**src/rtl/ace_snoop_pkg.sv**
```systemverilog
// Shared definitions for the ACE snoop-response driver.
//   - CR and CD channel FSM state encodings
//   - CRRESP bit positions
//   - Default CD burst length
//   - Saturating adder for the dropped-launch counter
package ace_snoop_pkg;

    // CRRESP bit positions
    localparam int unsigned CRRESP_DATA_TRANSFER = 0;
    localparam int unsigned CRRESP_ERROR         = 1;
    localparam int unsigned CRRESP_PASS_DIRTY    = 2;
    localparam int unsigned CRRESP_IS_SHARED     = 3;
    localparam int unsigned CRRESP_WAS_UNIQUE    = 4;

    // One 64-byte line at 128 bits per beat
    localparam int unsigned CD_BEATS_DEFAULT = 4;

    typedef enum logic {
        CR_IDLE,
        CR_VALID
    } cr_state_e;

    typedef enum logic [1:0] {
        CD_IDLE,
        CD_BEAT,
        CD_WAIT_LAST,
        CD_LAST
    } cd_state_e;

    // Adds 0..2 drops to the counter, clamping at 255.
    function automatic logic [7:0] drop_cnt_add(input logic [7:0] cnt, input logic [1:0] inc);
        logic [8:0] sum;
        sum = {1'b0, cnt} + {7'b0, inc};
        return sum[8] ? 8'hFF : sum[7:0];
    endfunction

endpackage

```
**src/rtl/ace_rise_detect.sv**
```systemverilog
// Registered rising-edge detector.
//   clk_i  : clock
//   rst_i  : asynchronous active-high reset (previous value clears to 0)
//   d_i    : level input
//   rise_o : high in any cycle where d_i is 1 and was 0 at the previous edge
// Because the history clears to 0, an input already high when reset releases
// reports a rise on the first clock.
module ace_rise_detect (
    input  logic clk_i,
    input  logic rst_i,
    input  logic d_i,
    output logic rise_o
);

    logic prev_q;

    always_ff @(posedge clk_i or posedge rst_i) begin
        if (rst_i) begin
            prev_q <= 1'b0;
        end else begin
            prev_q <= d_i;
        end
    end

    assign rise_o = d_i & ~prev_q;

endmodule

```
**src/rtl/ace_snoop_resp_driver.sv**
```systemverilog
// ACE snoop-response driver: converts level-style response controls into
// handshaked ACE CR transfers and multi-beat CD bursts.
//   ace_aclk / ace_areset        : clock, asynchronous active-high reset
//   i_crvalid, i_crresp          : CR launch (rising edge) and response value
//   i_cdvalid, i_cdlast, i_rdata : CD launch (rising edge), final-beat permission, payload
//   crvalid/crresp/crready       : ACE CR channel
//   cdvalid/cddata/cdlast/cdready: ACE CD channel
//   o_cr_done / o_cd_done        : one-cycle completion pulses
//   o_busy                       : either FSM not idle
//   o_drop_cnt                   : saturating count of dropped launches
module ace_snoop_resp_driver
    import ace_snoop_pkg::*;
#(
    parameter int unsigned C_ACE_DATA_WIDTH = 128,
    parameter int unsigned CD_BEATS         = CD_BEATS_DEFAULT
) (
    input  logic                        ace_aclk,
    input  logic                        ace_areset,

    input  logic                        i_crvalid,
    input  logic [4:0]                  i_crresp,
    input  logic                        i_cdvalid,
    input  logic                        i_cdlast,
    input  logic [C_ACE_DATA_WIDTH-1:0] i_rdata,

    output logic                        crvalid,
    output logic [4:0]                  crresp,
    input  logic                        crready,

    output logic                        cdvalid,
    output logic [C_ACE_DATA_WIDTH-1:0] cddata,
    output logic                        cdlast,
    input  logic                        cdready,

    output logic                        o_cr_done,
    output logic                        o_cd_done,
    output logic                        o_busy,
    output logic [7:0]                  o_drop_cnt
);

    localparam int unsigned BeatW = $clog2(CD_BEATS) + 1;
    // Index of the last beat issued from CD_BEAT (the final beat comes from CD_LAST)
    localparam logic [BeatW-1:0] LastBodyBeat =
        (CD_BEATS >= 2) ? BeatW'(CD_BEATS - 2) : '0;

    logic cr_rise;
    logic cd_rise;

    ace_rise_detect u_cr_rise (
        .clk_i  (ace_aclk),
        .rst_i  (ace_areset),
        .d_i    (i_crvalid),
        .rise_o (cr_rise)
    );

    ace_rise_detect u_cd_rise (
        .clk_i  (ace_aclk),
        .rst_i  (ace_areset),
        .d_i    (i_cdvalid),
        .rise_o (cd_rise)
    );

    cr_state_e                   cr_q, cr_d;
    logic [4:0]                  crresp_q, crresp_d;
    logic                        cr_done_q, cr_done_d;
    logic                        cr_drop;

    cd_state_e                   cd_q, cd_d;
    logic [C_ACE_DATA_WIDTH-1:0] data_q, data_d;
    logic [BeatW-1:0]            beat_q, beat_d;
    logic                        cd_done_q, cd_done_d;
    logic                        cd_drop;

    logic                        busy_q, busy_d;
    logic [7:0]                  drop_q, drop_d;

    // CR channel
    always_comb begin
        cr_d      = cr_q;
        crresp_d  = crresp_q;
        cr_done_d = 1'b0;
        cr_drop   = 1'b0;
        unique case (cr_q)
            CR_IDLE: begin
                if (cr_rise) begin
                    crresp_d = i_crresp;
                    cr_d     = CR_VALID;
                end
            end
            CR_VALID: begin
                // A rise during the completing cycle is still dropped
                cr_drop = cr_rise;
                if (crready) begin
                    cr_d      = CR_IDLE;
                    cr_done_d = 1'b1;
                end
            end
            default: cr_d = CR_IDLE;
        endcase
    end

    // CD channel
    always_comb begin
        cd_d      = cd_q;
        data_d    = data_q;
        beat_d    = beat_q;
        cd_done_d = 1'b0;
        cd_drop   = 1'b0;
        unique case (cd_q)
            CD_IDLE: begin
                if (cd_rise) begin
                    if (i_crresp[CRRESP_DATA_TRANSFER]) begin
                        data_d = i_rdata;
                        beat_d = '0;
                        if (CD_BEATS > 1) begin
                            cd_d = CD_BEAT;
                        end else if (i_cdlast) begin
                            cd_d = CD_LAST;
                        end else begin
                            cd_d = CD_WAIT_LAST;
                        end
                    end else begin
                        cd_drop = 1'b1;
                    end
                end
            end
            CD_BEAT: begin
                cd_drop = cd_rise;
                if (cdready) begin
                    beat_d = beat_q + 1'b1;
                    // Skip the wait state when permission is already present,
                    // keeping the burst free of bubbles.
                    if (beat_q == LastBodyBeat) begin
                        if (i_cdlast) begin
                            cd_d = CD_LAST;
                        end else begin
                            cd_d = CD_WAIT_LAST;
                        end
                    end
                end
            end
            CD_WAIT_LAST: begin
                cd_drop = cd_rise;
                if (i_cdlast) begin
                    cd_d = CD_LAST;
                end
            end
            CD_LAST: begin
                cd_drop = cd_rise;
                if (cdready) begin
                    cd_d      = CD_IDLE;
                    cd_done_d = 1'b1;
                end
            end
            default: cd_d = CD_IDLE;
        endcase
    end

    always_comb begin
        busy_d = (cr_d != CR_IDLE) || (cd_d != CD_IDLE);
        drop_d = drop_cnt_add(drop_q, {1'b0, cr_drop} + {1'b0, cd_drop});
    end

    always_ff @(posedge ace_aclk or posedge ace_areset) begin
        if (ace_areset) begin
            cr_q      <= CR_IDLE;
            crresp_q  <= '0;
            cr_done_q <= 1'b0;
            cd_q      <= CD_IDLE;
            data_q    <= '0;
            beat_q    <= '0;
            cd_done_q <= 1'b0;
            busy_q    <= 1'b0;
            drop_q    <= '0;
        end else begin
            cr_q      <= cr_d;
            crresp_q  <= crresp_d;
            cr_done_q <= cr_done_d;
            cd_q      <= cd_d;
            data_q    <= data_d;
            beat_q    <= beat_d;
            cd_done_q <= cd_done_d;
            busy_q    <= busy_d;
            drop_q    <= drop_d;
        end
    end

    assign crvalid    = (cr_q == CR_VALID);
    assign crresp     = crresp_q;
    assign cdvalid    = (cd_q == CD_BEAT) || (cd_q == CD_LAST);
    assign cdlast     = (cd_q == CD_LAST);
    assign cddata     = data_q;
    assign o_cr_done  = cr_done_q;
    assign o_cd_done  = cd_done_q;
    assign o_busy     = busy_q;
    assign o_drop_cnt = drop_q;

endmodule

```
**config.mk**
```make
export PLATFORM = sky130hd
export DESIGN_NAME = ace_snoop_resp_driver
export DESIGN_NICKNAME = d
export VERILOG_FILES = /design/src/rtl/ace_snoop_pkg.sv /design/src/rtl/ace_rise_detect.sv /design/src/rtl/ace_snoop_resp_driver.sv
export SDC_FILE = /design/constraint.sdc
export NUM_CORES = 1
export LEC_CHECK = 0
export ABC_AREA = 1
export BUFFER_PORTS_ARGS = -buffer_cell sky130_fd_sc_hd__buf_2
export CORE_AREA = 2 2 99 149
export CTS_CLUSTER_SIZE = 12
export DETAILED_ROUTE_END_ITERATION = 6
export DIE_AREA = 0 0 101 151
export GPL_ROUTABILITY_DRIVEN = 0
export GPL_TIMING_DRIVEN = 1
export HOLD_SLACK_MARGIN = 0.1
export PLACE_DENSITY = 0.81
export SYNTH_ARGS = -nofsm -noshare
export SYNTH_HDL_FRONTEND = slang
export SYNTH_HIERARCHICAL = 1
export SYNTH_SLANG_ARGS = --single-unit
```
**constraint.sdc**
```tcl
create_clock -name ace_aclk -period 5.07 [get_ports ace_aclk]
set_clock_uncertainty 0.15 [all_clocks]
set_input_delay 0.2535 -clock ace_aclk [delete_from_list [all_inputs] [get_ports ace_aclk]]
set_output_delay 0.2535 -clock ace_aclk [all_outputs]
set_load 0.1 [all_outputs]
```
# Yosys cells after proc, flatten, opt, wreduce, memory -nomap -nowiden
# Index checks and enable logic that the tools add are counted.
# totals
ff_bits	152
in_bits	140
out_inout_bits	147
word_cells	59
# classes
n_addsub	3
n_eq_ne	7
mux	24
bitwise_logic	5
reduce_logical	9
# ops
operator	n
$mux W2	6
$mux W1	10
$add A8 B2 Y9	1
$mux W3	3
$mux W8	1
$pmux W2 S4	1
$ne A2 B2 Y1 const B	3
$pmux W3 S2	1
$eq A2 B2 Y1 const B	2
$pmux W1 S2	2
$reduce_and A4 Y1	1
$reduce_bool A2 Y1	2
$add A3 B1 Y3 const B	1
$eq A3 B2 Y1 const B	1
$not A1 Y1	3
$reduce_and A3 Y1	1
$reduce_or A3 Y1	1
$add A1 B1 Y2	1
$and A1 B1 Y1	2
$eq A2 B1 Y1 const B	1
$logic_not A2 Y1	1
$logic_or A1 B1 Y1	2
$reduce_and A2 Y1	1

# Longest topological paths before layout
# Gate-level depths: netlist (run 1).
# logic_depth
word_depth	7
depth_mapped	11
mapped_depth_nobuf	11

# By module
# The synthesis (run 1) kept the hierarchy.
# modules_own_cells
mod	n_inst	cells_per_inst	area_each_um2	seq_area_each_um2
ace_snoop_resp_driver	1	658	6510.0	3753.6
ace_rise_detect	2	4	38.8	25.0

# Least setup slack after synthesis (run 1)
# No wires, ideal clock.
# synth_timing
path_kind	register -> register
from	reg cr_q, in the netlist crvalid
to	reg drop_q[2], in the netlist o_drop_cnt[2]
setup_time_ns	0.138
t_arrival_ns	2.018
required_time_ns	4.782
path_slack_ns	2.764
stages_incl_launch_ff	9
n_path_buf	0
synth_period_minus_slack_ns	2.306
path_cell_list	dfrtp_1 > nand2_1 > inv_1 > fa_1 > ha_1 > nand2_1 > inv_1 > nand3_1 > o21ai_0
# synth_between
elab_chain_cells	4
# synth_lines
item	line	rtl
start, declared	ace_snoop_resp_driver.sv:63	cr_state_e cr_q, cr_d;
start signal, assigned	ace_snoop_resp_driver.sv:176	cr_q <= cr_d;
$mux W1	ace_snoop_resp_driver.sv:83	unique case (cr_q)
$add A1 B1 Y2	ace_snoop_resp_driver.sv:161	drop_d = drop_cnt_add(drop_q, {1'b0, cr_drop} + {1'b0, cd_drop});
$add A8 B2 Y9	ace_snoop_pkg.sv:33	sum = {1'b0, cnt} + {7'b0, inc};
$mux W8	ace_snoop_pkg.sv:34	return sum[8] ? 8'hFF : sum[7:0];
via drop_d[2]	ace_snoop_resp_driver.sv:75	logic [7:0] drop_q, drop_d;
end signal, assigned	ace_snoop_resp_driver.sv:184	drop_q <= drop_d;
end, declared	ace_snoop_resp_driver.sv:75	
# The timed path passes the listed nets, and every way through them passes these cells.
# A chain may end at the register's enable or synchronous reset.

# Worst setup path after layout (run 1)
# layout_timing
from	in i_cdvalid
to	reg data_q[72], in the netlist cddata[72]
# layout_between
elab_chain_cells	2
# layout_lines
item	line	rtl
start, declared	ace_snoop_resp_driver.sv:22	input logic i_cdvalid,
$and A1 B1 Y1	ace_rise_detect.sv:25	assign rise_o = d_i & ~prev_q;
via cd_rise	ace_snoop_resp_driver.sv:47	logic cd_rise;
$reduce_and A3 Y1 (no line)	-	
end signal, assigned	ace_snoop_resp_driver.sv:180	data_q <= data_d;
end, declared	ace_snoop_resp_driver.sv:69	logic [C_ACE_DATA_WIDTH-1:0] data_q, data_d;
# The timed path passes the listed nets, and every way through them passes these cells.

==> results of run 1 <==
==> final cells by class <==
class | count | area [um^2]
antenna | 1 | 2.50
clock buffer | 19 | 433
clock inverter | 12 | 97.6
fill | 959 | 4020
inverter | 152 | 576
multi-input combinational | 333 | 1920
sequential | 152 | 3800
tap | 165 | 206
timing repair buffer | 429 | 2870
==> timing repair <==
item / in CTS / in global routing
hold buffers: 139 / 0
setup buffers: 0 / 0
hold endpoints to repair: 242 / 0
endpoints found under the setup margin: 0 / 0
==> layer usage <==
| metal | track usage | vias to the layer above |
|---|---|---|
| li1 | - | 2845 |
| met1 | 0.249 | 2772 |
| met2 | 0.448 | 271 |
| met3 | 0.0669 | 78 |
| met4 | 0.157 | 0 |
| met5 | 0 | - |
==> registers in the layout (all words and copies together) (netlist names) <==
| signal | cells |
|---|---|
| beat_q | 3 |
| cd_q | 2 |
| cddata | 128 |
| crresp | 5 |
| crvalid | 1 |
| o_busy | 1 |
| o_cd_done | 1 |
| o_cr_done | 1 |
| o_drop_cnt | 8 |
| u_cd_rise/prev_q | 1 |
| u_cr_rise/prev_q | 1 |
==> synthesized netlist by cell type (all sizes together), types with 3 or more instances <==
cell / n
dfrtp: 152
ha: 3
inv: 152
nand3: 10
mux2: 4
buf: 26
nor2: 10
clkbuf: 3
o21ai: 137
nand2: 161
==> logic make-up (layout without fill, tap and decap cells) <==
group / count (synthesis) / after routing / share of synthesized area
AO/OA/AOI/OAI: 140 / 140 / 0.164
adder cells (fa/ha/maj): 4 / 4 / 0.00874
buffers and inverters: 181 / 612 / 0.132
flip-flops: 152 / 152 / 0.577
multiplexers: 4 / 4 / 0.00684
other: 0 / 1 / 0
AND/OR/NAND/NOR: 185 / 185 / 0.111
==> through the flow <==
step / hold WS, ps / cells / worst slack (ps)
2_1_floorplan: -168 / 666 / 630
3_3_place_gp: -12.7 / 1092 / 2950
3_5_place_dp: -8.67 / 1092 / 2870
4_1_cts: 118 / 1262 / 2810
5_1_grt: 145 / 1263 / 2590
6_report: 138 / 1263 / 2690
==> worst register-to-register path: stages (launching register included) <==
cell	delay [ps]
dfrtp_1	440
nor2_2	200
nand3_4	470
buf_12	470
nand2_1	340
o21ai_2	90
==> path summary, 6_finish.rpt <==
check                      startpoint                to  cells after the start
max                         i_cdvalid        cddata[72]                      8
min                        ace_areset  u_cd_rise/prev_q                      3
max reg2reg                   cd_q[1]        cddata[72]                      5
min reg2reg                cddata[45]        cddata[45]                      2
max in group asynchronous  ace_areset       cddata[121]                      4
min in group ace_aclk      cddata[45]        cddata[45]                      2
==> cell usage in the layout (no fill, tap or decap), types with 4 or more instances in the layout <==
master	instances
nor2_1	7
clkinvlp_4	6
buf_2	286
dlygate4sd3_1	139
mux2_2	4
clkbuf_16	17
nand2_1	161
inv_6	4
inv_1	151
o21ai_0	26
o21ai_2	100
o21ai_1	11
nand3_1	9
dfrtp_1	152
==> summary.txt, run 1 <==
Run status
  • Run status: completed

Floorplan
  • Area of the core: 13900 um^2
  • Chip Width: 101 um
  • Initial Util: 0.473
  • Die span in y: 151 um
  • Core Rows: 53
  • IO Pins: 287
  • Die area: 15300 um^2

STA
  • Number of setup violations in the final report: 0
  • Post-layout min period: 2380 ps
  • RSZ-0062 raised after global routing: false
  • Final period util: 0.469
  • TNS Setup: 0 ps
  • Worst relative slew slack: 0.395
  • Fmax: 421 MHz
  • Max Slew Vio Count: 0
  • Slew at the pin closest to its max-slew limit: 908 ps
  • Hold Fails Final Rpt: 0

Critical path
  • Crit. End Element: flip-flop
  • R2R setup slack: 2770 ps
  • CP max FO: 147
  • WP buf/inv: 4
  • CP max stage cell: dlygate4sd3_1
  • Worst Path Arrival: 2500 ps
  • Cells along the critical path: dlygate4sd3_1 > buf_2 > inv_1 > nor2_2 > nand3_4 > buf_12 > nand2_1 > o21ai_2
  • Max incr delay on CP: 530 ps
  • Worst Setup Start Kind: input pin
  • Critical path's top delay family: buffers and inverters
  • CP Class: input pin to flip-flop
  • CP required: 5190 ps

Logic synthesis
  • Post-synth EDFFs: 0
  • Mapped Area: 6590 um^2
  • Ys async rst share: 1.00
  • Synth area leaders: dfrtp_1, o21ai_2, nand2_1
  • Yosys reg bits: 152
  • Top cell type's share of synthesized area: 0.577
  • Post-synthesis cell type count: 23
  • Net Count, Synth: 810
  • Cells after Synth: 666
  • Post-synthesis sequential area ratio: 0.577
  • Synth Warn #: 6
  • Avg Inst Size Synth: 9.89 um^2
  • Post-synth top flop: dfrtp_1
  • Cell taking the most area after synthesis: dfrtp_1

Placed design
  • Hpwl dp: 11.1 mm
  • Buffers on Ports: 286
  • DP Area: 7980 um^2

Clock tree
  • Cts repair resizes: 0
  • Total CTS buffers: 17
  • Worst-case clock buffer depth: 2
  • TritonCTS Sinks: 152
  • Reg clk slew, reported paths: 60 ps
  • H-tree depth: 4
  • Latest clock arrival within the worst-skew pair: 410 ps
  • CTS tree: built
  • Root Driver: clkbuf_16

Routing
  • Number of remaining DRC errors: 0
  • Top Metal Used: met4
  • Antenna-violating nets left: 0
  • Initial drt markers: 194
  • Drt total wl: 19.2 mm
  • Vias per inst: 4.72
  • Metal1 wirelength: 6.58 mm
  • DR WL met2: 10.4 mm
  • Via count: 5966
  • DR WL/cell: 15.2 um
  • Metal3 WL: 1.21 mm
  • DR pass1 iterations: 4

Global route
  • First-pass GRT wire length: 29.2 mm
  • Largest net degree at the start of global routing: 148
  • Total gr overflow: 0
  • Initial antenna violation count: 1
  • Total GRT Usage: 0.248
  • Vias in the first global route: 6151

Cells and area
  • Layout area overhead: 50.4%
  • Layout cells sized above 1: 0.391
  • Final Cell Area: 9900 um^2
  • Nets@finish: 1229
  • Layout Utilization: 0.711

Flow run
  • Maxcap violations: 0

Worst hold path
  • Worst Hold Class: input pin to asynchronous set/reset pin
Power of run 1 is left out: the tool's default activity adds up to more than one toggle a clock period on the data nets, which glitch-free logic cannot reach.
==> run 2, diff against run 1 <==
==> constraint.sdc (replaced) <==
create_clock -name ace_aclk -period 2.35 [get_ports ace_aclk]
set_clock_uncertainty 0.15 [all_clocks]
set_input_delay 0.1175 -clock ace_aclk [delete_from_list [all_inputs] [get_ports ace_aclk]]
set_output_delay 0.1175 -clock ace_aclk [all_outputs]
set_load 0.1 [all_outputs]
==> summary.txt, run 2 (synthesis results as in run 1) <==
Run status
  • Run status: completed

Global route
  • Largest net degree at the start of global routing: 102 (-31%)
  • Initial antenna violation count: 2 (+1)
  • Global Route met2 Usage: 0.460 (+0.0123)
  • Total gr overflow: 0 (unchanged)
  • Met3 usage: 0.0674 (+0.000461)
  • Total GRT Usage: 0.246 (-0.00250)
  • First-pass GRT wire length: 29.1 mm (-0.42%)
  • M1 GR Usage: 0.244 (-0.00474)
  • Vias in the first global route: 6158 (+0.11%)
  • Busiest grt layer: met2

Routing
  • Vias per inst: 4.66 (-1.3%)
  • DR WL/cell: 14.9 um (-2.2%)
  • Drt total wl: 18.9 mm (-1.4%)
  • DR pass1 iterations: 4 (unchanged)
  • Antenna-violating nets left: 0 (unchanged)
  • Via count: 5936 (-0.50%)
  • Number of remaining DRC errors: 0 (unchanged)
  • Initial drt markers: 174 (-10%)

Cells and area
  • Layout fillers: 901 (-6.0%)
  • Most frequent cells in the layout: buf_2, nand2_1, dfrtp_1, inv_1, dlygate4sd3_1
  • Layout area overhead: 53.7%
  • Layout cells sized above 1: 0.389 (-0.00193)
  • Nets@finish: 1236 (+0.57%)
  • Most common cell after layout, fill and taps aside: buf_2
  • Post-route insts no fill: 1273 (+0.79%)
  • Max FFs per register: 128 (unchanged)

STA
  • Fmax: 460 MHz
  • RSZ-0062 raised after global routing: false
  • Hold Fails Final Rpt: 0 (unchanged)
  • TNS Setup: 0 ps (unchanged)
  • Slew at the pin closest to its max-slew limit: 526 ps (-382 ps)
  • Final period util: 0.924
  • Post-layout min period: 2170 ps
  • Max Slew Vio Count: 0 (unchanged)
  • Worst relative slew slack: 0.652 (+0.257)
  • Number of setup violations in the final report: 0 (unchanged)

Clock tree
  • CTS tree: built
  • Latest clock arrival within the worst-skew pair: 400 ps (about the same)
  • Root Driver: clkbuf_16
  • Cts hold-fix bufs: 145 (+4.3%)
  • TritonCTS Sinks: 152 (unchanged)
  • H-tree depth: 4 (unchanged)
  • Total CTS buffers: 17 (unchanged)
  • Cts repair resizes: 0 (unchanged)
  • Worst-case clock buffer depth: 2 (unchanged)
  • Reg clk slew, reported paths: 70 ps (about the same)
  • Post-CTS setup buffers: 0 (unchanged)

Critical path
  • CP required: 2480 ps (-2710 ps)
  • Launching point of the worst reg2reg path: cd_q[1]
  • CP Class: flip-flop to flip-flop
  • CP max FO: 6 (-96%)
  • Crit. End Element: flip-flop
  • Worst Setup Start Kind: flip-flop
  • Worst Path Arrival: 2300 ps (-200 ps)
  • R2R setup slack: 180 ps (-2590 ps)
  • Crit path from: cd_q[1]

Worst hold path
  • Worst Hold Class: input pin to flip-flop
  • Hold path startpoint: i_cdvalid

Floorplan
  • Chip Width: 101 um (unchanged)
  • Initial Util: 0.473 (unchanged)
  • Area of the core: 13900 um^2 (unchanged)
  • IO Pins: 287 (unchanged)
  • Die area: 15300 um^2 (unchanged)
  • Die span in y: 151 um (unchanged)
  • Core Rows: 53 (unchanged)

Placed design
  • Dpl cells: 1093 (+0.092%)
  • Buffers on Ports: 286 (unchanged)
  • Hpwl dp: 10.7 mm (-3.7%)

Flow run
  • Maxcap violations: 0 (unchanged)
run 2: cell count changes in the layout (fill, tap and decap cells not counted), moves of 2 or more:
cell	before	now
bufinv_16	0	4
clkinv_4	3	1
inv_6	4	2
clkinvlp_4	6	4
buf_4	3	0
buf_12	1	5
diode_2	1	3
inv_8	0	2
dlygate4sd3_1	139	145
run 2: metal layers:
layer	share of wire	wire length, um
met5	0	0
met2	0.55	10300
met1	0.35	6570
met4	0.042	793
met3	0.065	1230
run 2: cell type report:
cell class                 count  area (um^2)  share of cell area
multi-input combinational    333         1920               0.190
sequential                   152         3800               0.376
clock inverter                12          191              0.0189
antenna                        3         7.51            0.000742
tap                          165          206              0.0204
inverter                     152          574              0.0567
clock buffer                  20          437              0.0431
timing repair buffer         436         2980               0.295
run 2: path summary, 6_finish.rpt:
| check | end | depth (start not counted) |
|---|---|---|
| max | o_drop_cnt[2] | 8 |
| min | u_cd_rise/prev_q | 2 |
| max reg2reg | o_drop_cnt[2] | 8 |
| min reg2reg | cddata[50] | 2 |
| max in group asynchronous | u_cr_rise/prev_q | 4 |
| min in group asynchronous | cddata[13] | 4 |
run 2: stage by stage:
stage               cell area (um^2)  worst slack [ps]  utilization  hold WS (ps)
finish                         10100               178        0.727           230
CTS                            10100               181        0.726           211
floorplan                       6590              44.4            -          -304
global placement                8040               242        0.577          -158
global route                   10100              30.3        0.727           221
detailed placement              8040               177        0.577          -155
run 2: worst max-delay path: stages, from the launching register on:
cell and delay [ps]:
dfrtp_1 430, nor2_2 190, a21boi_0 130, fa_1 400
ha_1 210, nand2_1 130, inv_1 100, nand3_1 190
o21ai_0 120
Power of run 2 is left out for the same reason.
